$ cat src/rtl/writeback_stage_if.sv
// Bundles the EX/MEM instruction slot, the data-memory load response, the decode
// source registers, and the write-back outputs into one port group.
interface writeback_stage_if #(
    parameter int WORD_LENGTH        = 32,
    parameter int ADDRESS_PORT_WIDTH = 5
);
    logic                          EX_MEM_Valid;
    logic                          EX_MEM_RegWrite;
    logic                          EX_MEM_MemToReg;
    logic                          EX_MEM_RetAddr;
    logic [ADDRESS_PORT_WIDTH-1:0] EX_MEM_WriteAddress;
    logic [WORD_LENGTH-1:0]        EX_MEM_ALUResult;
    logic [WORD_LENGTH-1:0]        EX_MEM_PC;
    logic [2:0]                    EX_MEM_Func3;
    logic                          DMemRespValid;
    logic [WORD_LENGTH-1:0]        DMemReadData;
    logic [ADDRESS_PORT_WIDTH-1:0] IF_ID_RS1;
    logic [ADDRESS_PORT_WIDTH-1:0] IF_ID_RS2;

    logic                          MEM_WB_RegWrite;
    logic [ADDRESS_PORT_WIDTH-1:0] MEM_WB_WriteAddress;
    logic [WORD_LENGTH-1:0]        WriteData;
    logic                          MEM_WB_Valid;
    logic                          MemStall;
    logic                          ForwardMemToRegData_RS1;
    logic                          ForwardMemToRegData_RS2;
    logic                          MisalignedLoad;
    logic                          LoadTimeout;

    // The pipeline side that feeds the stage and consumes its results.
    modport master (
        output EX_MEM_Valid, EX_MEM_RegWrite, EX_MEM_MemToReg, EX_MEM_RetAddr,
               EX_MEM_WriteAddress, EX_MEM_ALUResult, EX_MEM_PC, EX_MEM_Func3,
               DMemRespValid, DMemReadData, IF_ID_RS1, IF_ID_RS2,
        input  MEM_WB_RegWrite, MEM_WB_WriteAddress, WriteData, MEM_WB_Valid,
               MemStall, ForwardMemToRegData_RS1, ForwardMemToRegData_RS2,
               MisalignedLoad, LoadTimeout
    );

    // The writeback stage itself.
    modport slave (
        input  EX_MEM_Valid, EX_MEM_RegWrite, EX_MEM_MemToReg, EX_MEM_RetAddr,
               EX_MEM_WriteAddress, EX_MEM_ALUResult, EX_MEM_PC, EX_MEM_Func3,
               DMemRespValid, DMemReadData, IF_ID_RS1, IF_ID_RS2,
        output MEM_WB_RegWrite, MEM_WB_WriteAddress, WriteData, MEM_WB_Valid,
               MemStall, ForwardMemToRegData_RS1, ForwardMemToRegData_RS2,
               MisalignedLoad, LoadTimeout
    );
endinterface

$ cat src/rtl/writeback_stage.sv
// MEM/WB pipeline register and write-back datapath: waits for load responses,
// aligns and extends load data, drives the register-file write port and bypasses.
module writeback_stage #(
    parameter int WORD_LENGTH        = 32,
    parameter int ADDRESS_PORT_WIDTH = 5,
    parameter int TIMEOUT_CYCLES     = 16
) (
    input  logic              CLK,
    input  logic              Reset_n,
    writeback_stage_if.slave  wb
);
    localparam int CNT_W = (TIMEOUT_CYCLES < 2) ? 1 : $clog2(TIMEOUT_CYCLES + 1);
    localparam logic [CNT_W-1:0] CNT_LAST = CNT_W'(TIMEOUT_CYCLES - 1);

    typedef enum logic [0:0] {IDLE, WAIT_RESP} state_t;

    state_t                        state_reg, state_next;
    logic [CNT_W-1:0]              timeout_cnt_reg, timeout_cnt_next;
    logic                          regwrite_reg, regwrite_next;
    logic [ADDRESS_PORT_WIDTH-1:0] write_addr_reg, write_addr_next;
    logic [WORD_LENGTH-1:0]        write_data_reg, write_data_next;
    logic                          valid_reg, valid_next;
    logic                          misaligned_reg, misaligned_next;
    logic                          timeout_reg, timeout_next;

    logic                          commit;
    logic                          abort;
    logic                          stall;

    // Load data alignment: pick the addressed byte/half out of the word.
    logic [7:0]             load_byte [4];
    logic [1:0]             byte_off;
    logic [7:0]             sel_byte;
    logic [15:0]            sel_half;
    logic [WORD_LENGTH-1:0] load_ext;
    logic [WORD_LENGTH-1:0] result_data;
    logic                   misaligned;
    logic                   bad_load;

    for (genvar gi = 0; gi < 4; gi++) begin : g_lane
        assign load_byte[gi] = wb.DMemReadData[8*gi +: 8];
    end

    assign byte_off = wb.EX_MEM_ALUResult[1:0];
    assign sel_byte = load_byte[byte_off];
    assign sel_half = byte_off[1] ? {load_byte[3], load_byte[2]}
                                  : {load_byte[1], load_byte[0]};

    always_comb begin
        load_ext   = wb.DMemReadData;
        misaligned = (byte_off != 2'b00);
        case (wb.EX_MEM_Func3)
            3'b000: begin
                load_ext   = {{(WORD_LENGTH-8){sel_byte[7]}}, sel_byte};
                misaligned = 1'b0;
            end
            3'b001: begin
                load_ext   = {{(WORD_LENGTH-16){sel_half[15]}}, sel_half};
                misaligned = byte_off[0];
            end
            3'b100: begin
                load_ext   = {{(WORD_LENGTH-8){1'b0}}, sel_byte};
                misaligned = 1'b0;
            end
            3'b101: begin
                load_ext   = {{(WORD_LENGTH-16){1'b0}}, sel_half};
                misaligned = byte_off[0];
            end
            default: ;
        endcase
    end

    assign bad_load    = wb.EX_MEM_MemToReg & misaligned;
    assign result_data = wb.EX_MEM_RetAddr  ? wb.EX_MEM_PC + WORD_LENGTH'(4) :
                         wb.EX_MEM_MemToReg ? load_ext : wb.EX_MEM_ALUResult;

    always_ff @(posedge CLK) begin
        if (!Reset_n) begin
            state_reg       <= IDLE;
            timeout_cnt_reg <= '0;
        end else begin
            state_reg       <= state_next;
            timeout_cnt_reg <= timeout_cnt_next;
        end
    end

    always_comb begin
        state_next       = state_reg;
        timeout_cnt_next = timeout_cnt_reg;
        commit           = 1'b0;
        abort            = 1'b0;
        stall            = 1'b0;
        case (state_reg)
            IDLE: begin
                if (wb.EX_MEM_Valid) begin
                    if (!wb.EX_MEM_MemToReg || wb.DMemRespValid) begin
                        commit = 1'b1;
                    end else begin
                        stall            = 1'b1;
                        state_next       = WAIT_RESP;
                        timeout_cnt_next = '0;
                    end
                end
            end
            WAIT_RESP: begin
                // The last permitted wait cycle aborts instead of stalling again.
                if (wb.DMemRespValid) begin
                    commit           = 1'b1;
                    state_next       = IDLE;
                    timeout_cnt_next = '0;
                end else if (timeout_cnt_reg == CNT_LAST) begin
                    abort            = 1'b1;
                    state_next       = IDLE;
                    timeout_cnt_next = '0;
                end else begin
                    stall            = 1'b1;
                    timeout_cnt_next = timeout_cnt_reg + 1'b1;
                end
            end
            default: state_next = IDLE;
        endcase
    end

    always_comb begin
        valid_next      = commit | abort;
        write_addr_next = (commit | abort) ? wb.EX_MEM_WriteAddress : '0;
        regwrite_next   = commit & wb.EX_MEM_RegWrite &
                          (wb.EX_MEM_WriteAddress != '0) & ~bad_load;
        write_data_next = commit ? result_data : '0;
        misaligned_next = commit & bad_load;
        timeout_next    = timeout_reg | abort;
    end

    always_ff @(posedge CLK) begin
        if (!Reset_n) begin
            regwrite_reg   <= 1'b0;
            write_addr_reg <= '0;
            write_data_reg <= '0;
            valid_reg      <= 1'b0;
            misaligned_reg <= 1'b0;
            timeout_reg    <= 1'b0;
        end else begin
            regwrite_reg   <= regwrite_next;
            write_addr_reg <= write_addr_next;
            write_data_reg <= write_data_next;
            valid_reg      <= valid_next;
            misaligned_reg <= misaligned_next;
            timeout_reg    <= timeout_next;
        end
    end

    // Upstream must never see a freeze while reset is being applied.
    assign wb.MemStall            = Reset_n & stall;
    assign wb.MEM_WB_RegWrite     = regwrite_reg;
    assign wb.MEM_WB_WriteAddress = write_addr_reg;
    assign wb.WriteData           = write_data_reg;
    assign wb.MEM_WB_Valid        = valid_reg;
    assign wb.MisalignedLoad      = misaligned_reg;
    assign wb.LoadTimeout         = timeout_reg;

    assign wb.ForwardMemToRegData_RS1 = regwrite_reg & (write_addr_reg != '0) &
                                        (write_addr_reg == wb.IF_ID_RS1);
    assign wb.ForwardMemToRegData_RS2 = regwrite_reg & (write_addr_reg != '0) &
                                        (write_addr_reg == wb.IF_ID_RS2);
endmodule

$ cat src/flat_wrapper.sv
// flat-port wrapper written by rule: the top's interface ports become plain ports
module writeback_stage_flat 
#(
    parameter int WORD_LENGTH        = 32,
    parameter int ADDRESS_PORT_WIDTH = 5,
    parameter int TIMEOUT_CYCLES     = 16
)
  (CLK, Reset_n, wb_EX_MEM_Valid, wb_EX_MEM_RegWrite, wb_EX_MEM_MemToReg, wb_EX_MEM_RetAddr, wb_EX_MEM_WriteAddress, wb_EX_MEM_ALUResult, wb_EX_MEM_PC, wb_EX_MEM_Func3, wb_DMemRespValid, wb_DMemReadData, wb_IF_ID_RS1, wb_IF_ID_RS2, wb_MEM_WB_RegWrite, wb_MEM_WB_WriteAddress, wb_WriteData, wb_MEM_WB_Valid, wb_MemStall, wb_ForwardMemToRegData_RS1, wb_ForwardMemToRegData_RS2, wb_MisalignedLoad, wb_LoadTimeout);
  writeback_stage_if #(.WORD_LENGTH(WORD_LENGTH), .ADDRESS_PORT_WIDTH(ADDRESS_PORT_WIDTH)) wb_i ();
  input  logic CLK;
  input  logic Reset_n;
  input wire logic [$bits(wb_i.EX_MEM_Valid)-1:0] wb_EX_MEM_Valid;
  input wire logic [$bits(wb_i.EX_MEM_RegWrite)-1:0] wb_EX_MEM_RegWrite;
  input wire logic [$bits(wb_i.EX_MEM_MemToReg)-1:0] wb_EX_MEM_MemToReg;
  input wire logic [$bits(wb_i.EX_MEM_RetAddr)-1:0] wb_EX_MEM_RetAddr;
  input wire logic [$bits(wb_i.EX_MEM_WriteAddress)-1:0] wb_EX_MEM_WriteAddress;
  input wire logic [$bits(wb_i.EX_MEM_ALUResult)-1:0] wb_EX_MEM_ALUResult;
  input wire logic [$bits(wb_i.EX_MEM_PC)-1:0] wb_EX_MEM_PC;
  input wire logic [$bits(wb_i.EX_MEM_Func3)-1:0] wb_EX_MEM_Func3;
  input wire logic [$bits(wb_i.DMemRespValid)-1:0] wb_DMemRespValid;
  input wire logic [$bits(wb_i.DMemReadData)-1:0] wb_DMemReadData;
  input wire logic [$bits(wb_i.IF_ID_RS1)-1:0] wb_IF_ID_RS1;
  input wire logic [$bits(wb_i.IF_ID_RS2)-1:0] wb_IF_ID_RS2;
  output wire logic [$bits(wb_i.MEM_WB_RegWrite)-1:0] wb_MEM_WB_RegWrite;
  output wire logic [$bits(wb_i.MEM_WB_WriteAddress)-1:0] wb_MEM_WB_WriteAddress;
  output wire logic [$bits(wb_i.WriteData)-1:0] wb_WriteData;
  output wire logic [$bits(wb_i.MEM_WB_Valid)-1:0] wb_MEM_WB_Valid;
  output wire logic [$bits(wb_i.MemStall)-1:0] wb_MemStall;
  output wire logic [$bits(wb_i.ForwardMemToRegData_RS1)-1:0] wb_ForwardMemToRegData_RS1;
  output wire logic [$bits(wb_i.ForwardMemToRegData_RS2)-1:0] wb_ForwardMemToRegData_RS2;
  output wire logic [$bits(wb_i.MisalignedLoad)-1:0] wb_MisalignedLoad;
  output wire logic [$bits(wb_i.LoadTimeout)-1:0] wb_LoadTimeout;
  assign wb_i.EX_MEM_Valid = wb_EX_MEM_Valid;
  assign wb_i.EX_MEM_RegWrite = wb_EX_MEM_RegWrite;
  assign wb_i.EX_MEM_MemToReg = wb_EX_MEM_MemToReg;
  assign wb_i.EX_MEM_RetAddr = wb_EX_MEM_RetAddr;
  assign wb_i.EX_MEM_WriteAddress = wb_EX_MEM_WriteAddress;
  assign wb_i.EX_MEM_ALUResult = wb_EX_MEM_ALUResult;
  assign wb_i.EX_MEM_PC = wb_EX_MEM_PC;
  assign wb_i.EX_MEM_Func3 = wb_EX_MEM_Func3;
  assign wb_i.DMemRespValid = wb_DMemRespValid;
  assign wb_i.DMemReadData = wb_DMemReadData;
  assign wb_i.IF_ID_RS1 = wb_IF_ID_RS1;
  assign wb_i.IF_ID_RS2 = wb_IF_ID_RS2;
  assign wb_MEM_WB_RegWrite = wb_i.MEM_WB_RegWrite;
  assign wb_MEM_WB_WriteAddress = wb_i.MEM_WB_WriteAddress;
  assign wb_WriteData = wb_i.WriteData;
  assign wb_MEM_WB_Valid = wb_i.MEM_WB_Valid;
  assign wb_MemStall = wb_i.MemStall;
  assign wb_ForwardMemToRegData_RS1 = wb_i.ForwardMemToRegData_RS1;
  assign wb_ForwardMemToRegData_RS2 = wb_i.ForwardMemToRegData_RS2;
  assign wb_MisalignedLoad = wb_i.MisalignedLoad;
  assign wb_LoadTimeout = wb_i.LoadTimeout;
  writeback_stage #(.WORD_LENGTH(WORD_LENGTH), .ADDRESS_PORT_WIDTH(ADDRESS_PORT_WIDTH), .TIMEOUT_CYCLES(TIMEOUT_CYCLES)) u_core (.CLK(CLK), .Reset_n(Reset_n), .wb(wb_i));
endmodule
$ cat config.mk
export PLATFORM = sky130hd
export DESIGN_NAME = writeback_stage_flat
export DESIGN_NICKNAME = d
export VERILOG_FILES = /design/src/rtl/writeback_stage_if.sv /design/src/rtl/writeback_stage.sv /design/src/flat_wrapper.sv
export SDC_FILE = /design/constraint.sdc
export NUM_CORES = 1
export LEC_CHECK = 0
export ABC_AREA = 0
export CAP_MARGIN = 30
export CORE_UTILIZATION = 44
export CTS_BUF_LIST = sky130_fd_sc_hd__clkbuf_4
export CTS_CLUSTER_DIAMETER = 200
export DETAILED_ROUTE_END_ITERATION = 10
export GPL_TIMING_DRIVEN = 0
export HOLD_SLACK_MARGIN = 0.03
export PLACE_DENSITY = 0.89
export SLEW_MARGIN = 20
export SYNTH_ARGS = -nofsm -noshare
export SYNTH_HDL_FRONTEND = slang
export SYNTH_SLANG_ARGS = --single-unit
$ cat constraint.sdc
create_clock -name CLK -period 4.5 [get_ports CLK]
set_input_delay 0.675 -clock CLK [delete_from_list [all_inputs] [get_ports CLK]]
set_output_delay 0.675 -clock CLK [all_outputs]
set_load 0.01 [all_outputs]
# Word-level counts from Yosys, hierarchy flattened

Index checks and enable logic that the tools add are counted.

$add $sub $neg: 2
$lt $le $gt $ge: 1
Eq/ne operators: 8
Mux-type cells: 25
Bitwise gates (word level): 14
Reduce and logical (&&, ||, !) cells: 11

Operators with widths:

| operator                                            | number |
|---|---|
| one-hot mux 32 bit (4 select lines)                 | 1 |
| two-way mux 32 bit                                  | 2 |
| adder 32 x 3 -> 32 bit, second input constant       | 1 |
| two-way mux 5 bit                                   | 4 |
| binary-select mux 8 bit (select 2 bit)              | 1 |
| two-way mux 16 bit                                  | 1 |
| two-way mux 8 bit                                   | 2 |
| equality test 5 bit                                 | 2 |
| two-way mux 1 bit                                   | 10 |
| one-hot mux 5 bit (2 select lines)                  | 1 |
| nonzero test 5 bit                                  | 2 |
| bitwise AND 1 bit                                   | 9 |
| equality test 3 bit, second input constant          | 2 |
| one-hot mux 1 bit (2 select lines)                  | 3 |
| AND reduction 2 bit                                 | 3 |
| adder 5 x 1 -> 5 bit, second input constant         | 1 |
| equality test 5 x 4 -> 1 bit, second input constant | 1 |
| != test 2 bit, second input constant                | 2 |
| OR reduction 2 bit                                  | 2 |
| equality test 3 x 1 -> 1 bit, second input constant | 1 |
| >= comparator 3 bit, second input constant          | 1 |
| logical NOT 3 bit                                   | 1 |
| NOT 2 -> 3 bit                                      | 1 |
| NOT 1 bit                                           | 2 |
| other kinds (4)                                     | 5 |

Flip-flop bits (word level): 47
Bits of input ports: 121
Output and inout bits: 44
Logic and storage cells: 69

# Longest topological paths before layout

Gate-level depths: netlist (run 1).

Word-level depth: 8
Gate-level depth with buffers: 7
Depth with buffers taken out: 6

# Worst setup path before layout (run 1)

OpenSTA, ideal clock, no wires.

Path kind: input to register
Start point: in wb_EX_MEM_PC[2]
End point: reg u_core.write_data_reg[18], in the netlist u_core.wb.WriteData[18]
Setup time: 86 ps
Arrival: 1913 ps
Required time: 4414 ps
Path slack: 2502 ps
Cell stages on the path: 6
Path buffers: 0
Path through: ha_1 > nand4_1 > nor3_1 > nand4_1 > xor2_1 > a211oi_1

Cells in the longest elaborated chain, start to end: 2

Ends and longest elaborated chain:

| element                | RTL line               | text |
|---|---|---|
| start: declaration     | flat_wrapper.sv:18     | `input wire logic [$bits(wb_i.EX_MEM_PC)-1:0] wb_EX_MEM_PC;` |
| adder 32 x 3 -> 32 bit | writeback_stage.sv:74  | `assign result_data = wb.EX_MEM_RetAddr ? wb.EX_MEM_PC + WORD_LENGTH'(4) :` |
| two-way mux 32 bit     | writeback_stage.sv:74  |  |
| end signal: assignment | writeback_stage.sv:145 | `write_data_reg <= write_data_next;` |
| end: declaration       | writeback_stage.sv:21  | `logic [WORD_LENGTH-1:0] write_data_reg, write_data_next;` |

No other way between the ends.
A chain may end at the register's enable or synchronous reset.

# Worst setup path after layout (run 1)

Start point: in wb_EX_MEM_MemToReg
End point: out wb_MemStall

Cells in the longest elaborated chain, start to end: 6

Ends and longest elaborated chain:

| element                            | RTL line               | text |
|---|---|---|
| start: declaration                 | flat_wrapper.sv:14     | `input wire logic [$bits(wb_i.EX_MEM_MemToReg)-1:0] wb_EX_MEM_MemToReg;` |
| logical NOT 1 bit                  | writeback_stage.sv:96  | `if (!wb.EX_MEM_MemToReg \|\| wb.DMemRespValid) begin` |
| logical OR 1 bit                   | writeback_stage.sv:96  |  |
| two-way mux 1 bit                  | writeback_stage.sv:96  |  |
| two-way mux 1 bit                  | writeback_stage.sv:95  | `if (wb.EX_MEM_Valid) begin` |
| one-hot mux 1 bit (2 select lines) | writeback_stage.sv:93  | `case (state_reg)` |
| bitwise AND 1 bit                  | writeback_stage.sv:153 | `assign wb.MemStall = Reset_n & stall;` |
| end: declaration                   | flat_wrapper.sv:28     | `output wire logic [$bits(wb_i.MemStall)-1:0] wb_MemStall;` |

No other way between the ends.

==> results of run 1 <==
-- synthesized netlist by cell type, types with 2 or more instances --
| cell | number |
|---|---|
| o221ai_1 | 4 |
| xor2_1 | 22 |
| a22o_1 | 2 |
| dfxtp_1 | 47 |
| o22ai_1 | 22 |
| a21oi_1 | 33 |
| nand2_1 | 38 |
| mux2_2 | 3 |
| a221oi_1 | 13 |
| nand3_1 | 13 |
| and2_1 | 2 |
| nor4_1 | 4 |
| ha_1 | 2 |
| o211ai_1 | 5 |
| nor3_1 | 9 |
| o21ai_0 | 31 |
| clkbuf_1 | 17 |
| nand3b_1 | 2 |
| a22oi_1 | 3 |
| nor2b_1 | 15 |
| a211oi_1 | 4 |
| xnor2_1 | 14 |
| or4_1 | 3 |
| o31ai_1 | 2 |
| nand4_1 | 10 |
| and3b_1 | 2 |
| o31a_1 | 3 |
| a31oi_1 | 5 |
| a311o_1 | 3 |
| buf_2 | 3 |
| nor2_1 | 16 |
| inv_1 | 10 |
| o2111ai_1 | 2 |
| and3_1 | 9 |
-- layout make-up --
| class | count | area share |
|---|---|---|
| Buffer | 23 | 0.02138 |
| Clock buffer | 6 | 0.009165 |
| Clock inverter | 1 | 0.006110 |
| Inverter | 10 | 0.007637 |
| Multi-Input combinational cell | 312 | 0.4058 |
| Sequential cell | 47 | 0.1914 |
| Tap cell | 96 | 0.02444 |
| Timing Repair Buffer | 164 | 0.3340 |
-- power breakdown --
group	leakage [nW]	switching [mW]	total, mW	internal (mW)
Clock	0.0417	0.142	0.263	0.121
Sequential	0.384	0.00846	0.444	0.435
Combinational	1.32	0.153	0.336	0.183
Total	1.75	0.304	1.04	0.739
-- final timing paths --
check | end | slack [ns] | depth (start not counted)
worst max-delay path | wb_MemStall | 1.56 | 5
worst min-delay path | u_core.timeout_cnt_reg[4] | 0.48 | 2
worst max register to register | u_core.wb.WriteData[20] | 2.27 | 6
worst min register to register | u_core.timeout_cnt_reg[4] | 0.48 | 2
-- logic make-up (layout without fill, tap and decap cells) --
| family | Yosys count | in the layout | share of synthesized area |
|---|---|---|---|
| AOI/OAI and AO/OA | 140 | 140 | 0.2915 |
| and+or+nand+nor | 130 | 130 | 0.2317 |
| DFF | 47 | 47 | 0.3057 |
| xor gates and xnor gates | 36 | 36 | 0.1024 |
| buffers and inverters | 33 | 204 | 0.04634 |
| muxes | 4 | 4 | 0.01423 |
| adders and majority gates | 2 | 2 | 0.008129 |
-- routing by layer --
layer,vias to the layer above,wire length [µm],GRT usage
met1,1785,4534,0.3626
met2,255,5788,0.5680
met3,41,1225,0.07796
met4,0,413,0.1409
li1,1819,-,-
met5,-,0,0
-- worst register-to-register path, delay by kind of cell (launching register included) --
family | cells | cell delay [ns]
AOI/OAI and AO/OA | 4 | 0.91
buffers and inverters | 1 | 0.33
DFF | 1 | 0.40
and+or+nand+nor | 1 | 0.50
==> run summary, run 1 <==
Hold Fails Final Rpt: 0
Slowest CP cell: clkdlybuf4s50_1
Post-synth ARST share: 0
Largest area contributor in the netlist: dfxtp_1
First-pass GRT wire length: 18.44 mm
Clk_skew: 0.01491 ns
Cell repeated most along the worst path: clkdlybuf4s50_1
CTS Sinks: 47
Max reg flops: 32
Max-cap violations: 0
Routability cong.: 0.9543
Iter 0 DRT Violations: 285
Status: completed
Clk_lat worst skew: 0.37 ns
Register area share after synthesis: 0.3057
CTS root buf: clkbuf_4
Final Power: 1.043 mW
Post-CTS Setup Bufs: 0
Worst min path class: register to register
Most frequent cells in the layout: 164 x clkdlybuf4s50_1, 47 x dfxtp_1, 38 x nand2_1, 33 x a21oi_1, 31 x o21ai_0
Post-route worst setup slack: 1.563 ns
RR Startpoint: u_core.state_reg
Post-synth EDFFs: 0
Netlist cell types: 53
Drt first pass iters: 6
Post-cts resize count: 0
Most common cell after layout, fill and taps aside: clkdlybuf4s50_1
Synth area leaders: dfxtp_1 31%, xor2_1 6.3%, a21oi_1 5.4%
Total CTS buffers: 5
Max stage delay on crit path: 0.58 ns
Die Area: 7334 µm²
Post-layout min period: 2.937 ns
Crit path arrival time: 2.26 ns
Hold_ws: 0.4844 ns
Synthesis-to-layout area growth: 59.67%
Crit-path cells: clkdlybuf4s50_1 -> nand2_1 -> o21ai_0 -> and3b_1 -> clkdlybuf4s50_1
Post-route ant nets: 0
Top achievable clock speed: 0.3405 GHz
# fillers: 532
Fin crit share: 0.6526
Setup Crit Path Kind: input pin to output port
Drt total wl: 11.96 mm
CTS tree: yes
H-tree levels: 2
Final Core Density: 0.7234
Ant. Diodes: 0
VDD IR max: 115.8 µV
Share of layout cells above drive strength 1: 0.03197
Leakage Power: 1.745 nW
Hold_sp: u_core.timeout_cnt_reg[4]
Clk buf depth: 2
WP buf/inv: 2
Area of the core: 6794 µm²
Die H: 85.64 µm
Avg Vias per Cell: 5.918
Fin area: 4915 µm²
Slew headroom: 0.5013
Initial antenna violation count: 0
Synth warn: 0
Syn_area_per_cell: 7.852 µm²
Area used by multi-input combinational logic: 1994 µm²
Vias in the first global route: 3750
Worst Max-Slew Pin Slew: 0.7412 ns
Pwr dens: 212.2 nW/µm²
Worst setup SP type: input pin
Setup Viol. Count Final: 0
Worst-path clk slew: 0.14 ns
Hold-fix buffers, CTS: 0
Row cnt: 30
Largest net degree at the start of global routing: 14
GRT overflow: 0
Ys flop type: dfxtp_1
Buffers added on ports: 164
Post-place setup slack: 1.399 ns
Critical Path Start: wb_EX_MEM_MemToReg
Final #Nets: 686
Initial cell density of the core: 0.4530
Routed via count: 3900
FF/Latch Area: 940.9 µm²
RSZ-0062 raised after global routing: false
Post-DP HPWL: 9.501 mm
Placed Instance Area: 4840 µm²
Worst setup EP type: output port
Top delay family on crit path: buffers and inverters
Detailed-route wire length per cell: 18.15 µm
Non-Filler Instances: 659
Worst Path Required: 3.83 ns
Syn Std Cell Area: 3078 µm²
Remaining DRCs: 0
Yosys reg bits: 47
Gate Count Post-Synth: 392
Top cell type's share of synthesized area: 0.3057
Die W: 85.64 µm
Max Fanout on Critical Path: 5
I/O pin count: 165
Post-route setup TNS: 0 ns
Mapped Nets: 515
Placed cell count: 652
Max-slew violation count: 0
Total track usage: 0.3195
Power figures use the tool's default switching activity.
==> run 2, diff against run 1 <==
--- a/config.mk
+++ b/config.mk
@@ -7,13 +7,13 @@
 export LEC_CHECK = 0
 export ABC_AREA = 0
 export CAP_MARGIN = 30
-export CORE_UTILIZATION = 44
+export CORE_UTILIZATION = 37
 export CTS_BUF_LIST = sky130_fd_sc_hd__clkbuf_4
 export CTS_CLUSTER_DIAMETER = 200
 export DETAILED_ROUTE_END_ITERATION = 10
 export GPL_TIMING_DRIVEN = 0
 export HOLD_SLACK_MARGIN = 0.03
-export PLACE_DENSITY = 0.89
+export PLACE_DENSITY = 0.8
 export SLEW_MARGIN = 20
 export SYNTH_ARGS = -nofsm -noshare
 export SYNTH_HDL_FRONTEND = slang
==> constraint.sdc (replaced) <==
create_clock -name CLK -period 2.7 [get_ports CLK]
set_input_delay 0.405 -clock CLK [delete_from_list [all_inputs] [get_ports CLK]]
set_output_delay 0.405 -clock CLK [all_outputs]
set_load 0.01 [all_outputs]
==> run 2 against run 1 <==
Against the previous run:
- register-to-register slack got worse by 1.9 ns
- die area increased by 18%
- largest cell class unchanged
- critical path depth increased by 2
==> run summary, run 2 (synthesis results as in run 1) <==
Status: completed
Clk buf depth: 2
Buffers added on ports: 164
Row cnt: 32
Final #Nets: 686
Post-CTS Setup Bufs: 0
Max Fanout on Critical Path: 10
Placed cell count: 658
Total CTS buffers: 5
Post-DP HPWL: 9.921 mm
Drt total wl: 12.37 mm
Setup Crit Path Kind: input pin to register
Worst setup SP type: input pin
Clk_lat worst skew: 0.36 ns
Setup Viol. Count Final: 0
GRT overflow: 0
Drt first pass iters: 5
Hold_sp: u_core.timeout_cnt_reg[4]
Worst hold stages: 2
Total track usage: 0.2805
Worst reg2reg path depth: 6
RSZ-0062 raised after global routing: false
Hold-fix buffers, CTS: 0
Routed via count: 3847
Hold_ws: 0.4828 ns
CTS root buf: clkbuf_4
Hold Fails Final Rpt: 0
Max-cap violations: 0
Initial cell density of the core: 0.3902
Ant. Diodes: 0
Max reg flops: 32
Vias in the first global route: 3597
Worst Hold Path EP: u_core.timeout_cnt_reg[4]
H-tree levels: 2
I/O pin count: 165
Most common cell after layout, fill and taps aside: clkdlybuf4s50_1
Non-Filler Instances: 664
CTS tree: yes
CTS Sinks: 47
Leakage Power: 1.731 nW
Slew headroom: 0.4921
Worst Path Required: 2.99 ns
Die W: 93.21 µm
Detailed-route wire length per cell: 18.63 µm
Clk_skew: 0.01511 ns
Crit path arrival time: 2.90 ns
Worst-path clk slew: 0.12 ns
Worst R2R Setup Slack: 0.41 ns
Post-route setup TNS: 0 ns
Die H: 93.21 µm
Initial antenna violation count: 0
Worst min path class: register to register
VDD IR max: 209.5 µV
Share of layout cells above drive strength 1: 0.03025
Worst Max-Slew Pin Slew: 0.7567 ns
Pwr dens: 331.5 nW/µm²
Max-slew violation count: 0
Largest net degree at the start of global routing: 13
First-pass GRT wire length: 18.53 mm
Synthesis-to-layout area growth: 58.94%
Routability cong.: 0.9147
R2R Path End: u_core.wb.WriteData[10]
Avg Vias per Cell: 5.794
Top achievable clock speed: 0.3820 GHz
RR Startpoint: u_core.state_reg
Fin crit share: 0.9696
Iter 0 DRT Violations: 287
Worst setup EP type: register
Post-layout min period: 2.618 ns
Area of the core: 7888 µm²
Final Core Density: 0.6202
Post-cts resize count: 0
Most frequent cells in the layout: 164 x clkdlybuf4s50_1, 47 x dfxtp_1, 38 x nand2_1, 33 x a21oi_1, 31 x o21ai_0
Die Area: 8687 µm²
Post-route ant nets: 0
Remaining DRCs: 0
## run 2: changes by cell type in the layout (fill, tap and decap cells not counted), sizes merged
cell / previous run / this run
bufinv: 1 / 0
## run 2: critical path: stages
cell             delay (ns)
clkdlybuf4s50_1        0.48
clkbuf_1               0.32
o211ai_1               0.39
nor2_1                 0.38
buf_1                  0.51
o21ai_0                0.27
o22ai_1                0.15
## run 2: cell type report
class                           count  area [µm²]
Inverter                           10       37.54
Tap cell                          102       127.6
Multi-Input combinational cell    312        1994
Buffer                             23       105.1
Timing Repair Buffer              164        1642
Clock buffer                        6       45.04
Sequential cell                    47       940.9
Fill cell                         714        2995
## run 2: worst max-delay path by stage
| stage | startpoint | end | slack (ns) | cells past startpoint |
|---|---|---|---|---|
| floorplan | wb_EX_MEM_PC[2] | u_core.wb.WriteData[18] | 0.97 | 6 |
| global route | Reset_n | u_core.wb.WriteData[10] | 0.006 | 7 |
| finish | Reset_n | u_core.wb.WriteData[10] | 0.08 | 7 |
| CTS | Reset_n | u_core.wb.WriteData[10] | 0.14 | 7 |
| global placement | Reset_n | u_core.wb.WriteData[26] | -0.22 | 7 |
| detailed placement | Reset_n | u_core.wb.WriteData[26] | -0.24 | 7 |
## run 2: per-layer routing
metal / global-route usage / wire (µm) / up-vias
li1: - / - / 1816
met1: 0.3393 / 5031 / 1781
met2: 0.4841 / 5737 / 225
met3: 0.08130 / 1354 / 25
met4: 0.07308 / 245 / 0
met5: 0 / 0 / -
## run 2: report_power, final
group	leakage, nW	switching [mW]	internal [mW]
Combinational	1.32	0.261	0.305
Clock	0.0276	0.214	0.103
Sequential	0.384	0.0136	0.725
## run 2: stage by stage
stage | setup slack, ns | cell area (µm²) | total power, mW
2_1_floorplan | 0.9718 | 3078 | 0.9658
3_3_place_gp | -0.2231 | 4847 | 1.307
3_5_place_dp | -0.2389 | 4847 | 1.309
4_1_cts | 0.1438 | 4892 | 1.621
5_1_grt | 0.005663 | 4892 | 1.697
6_report | 0.08196 | 4892 | 1.622
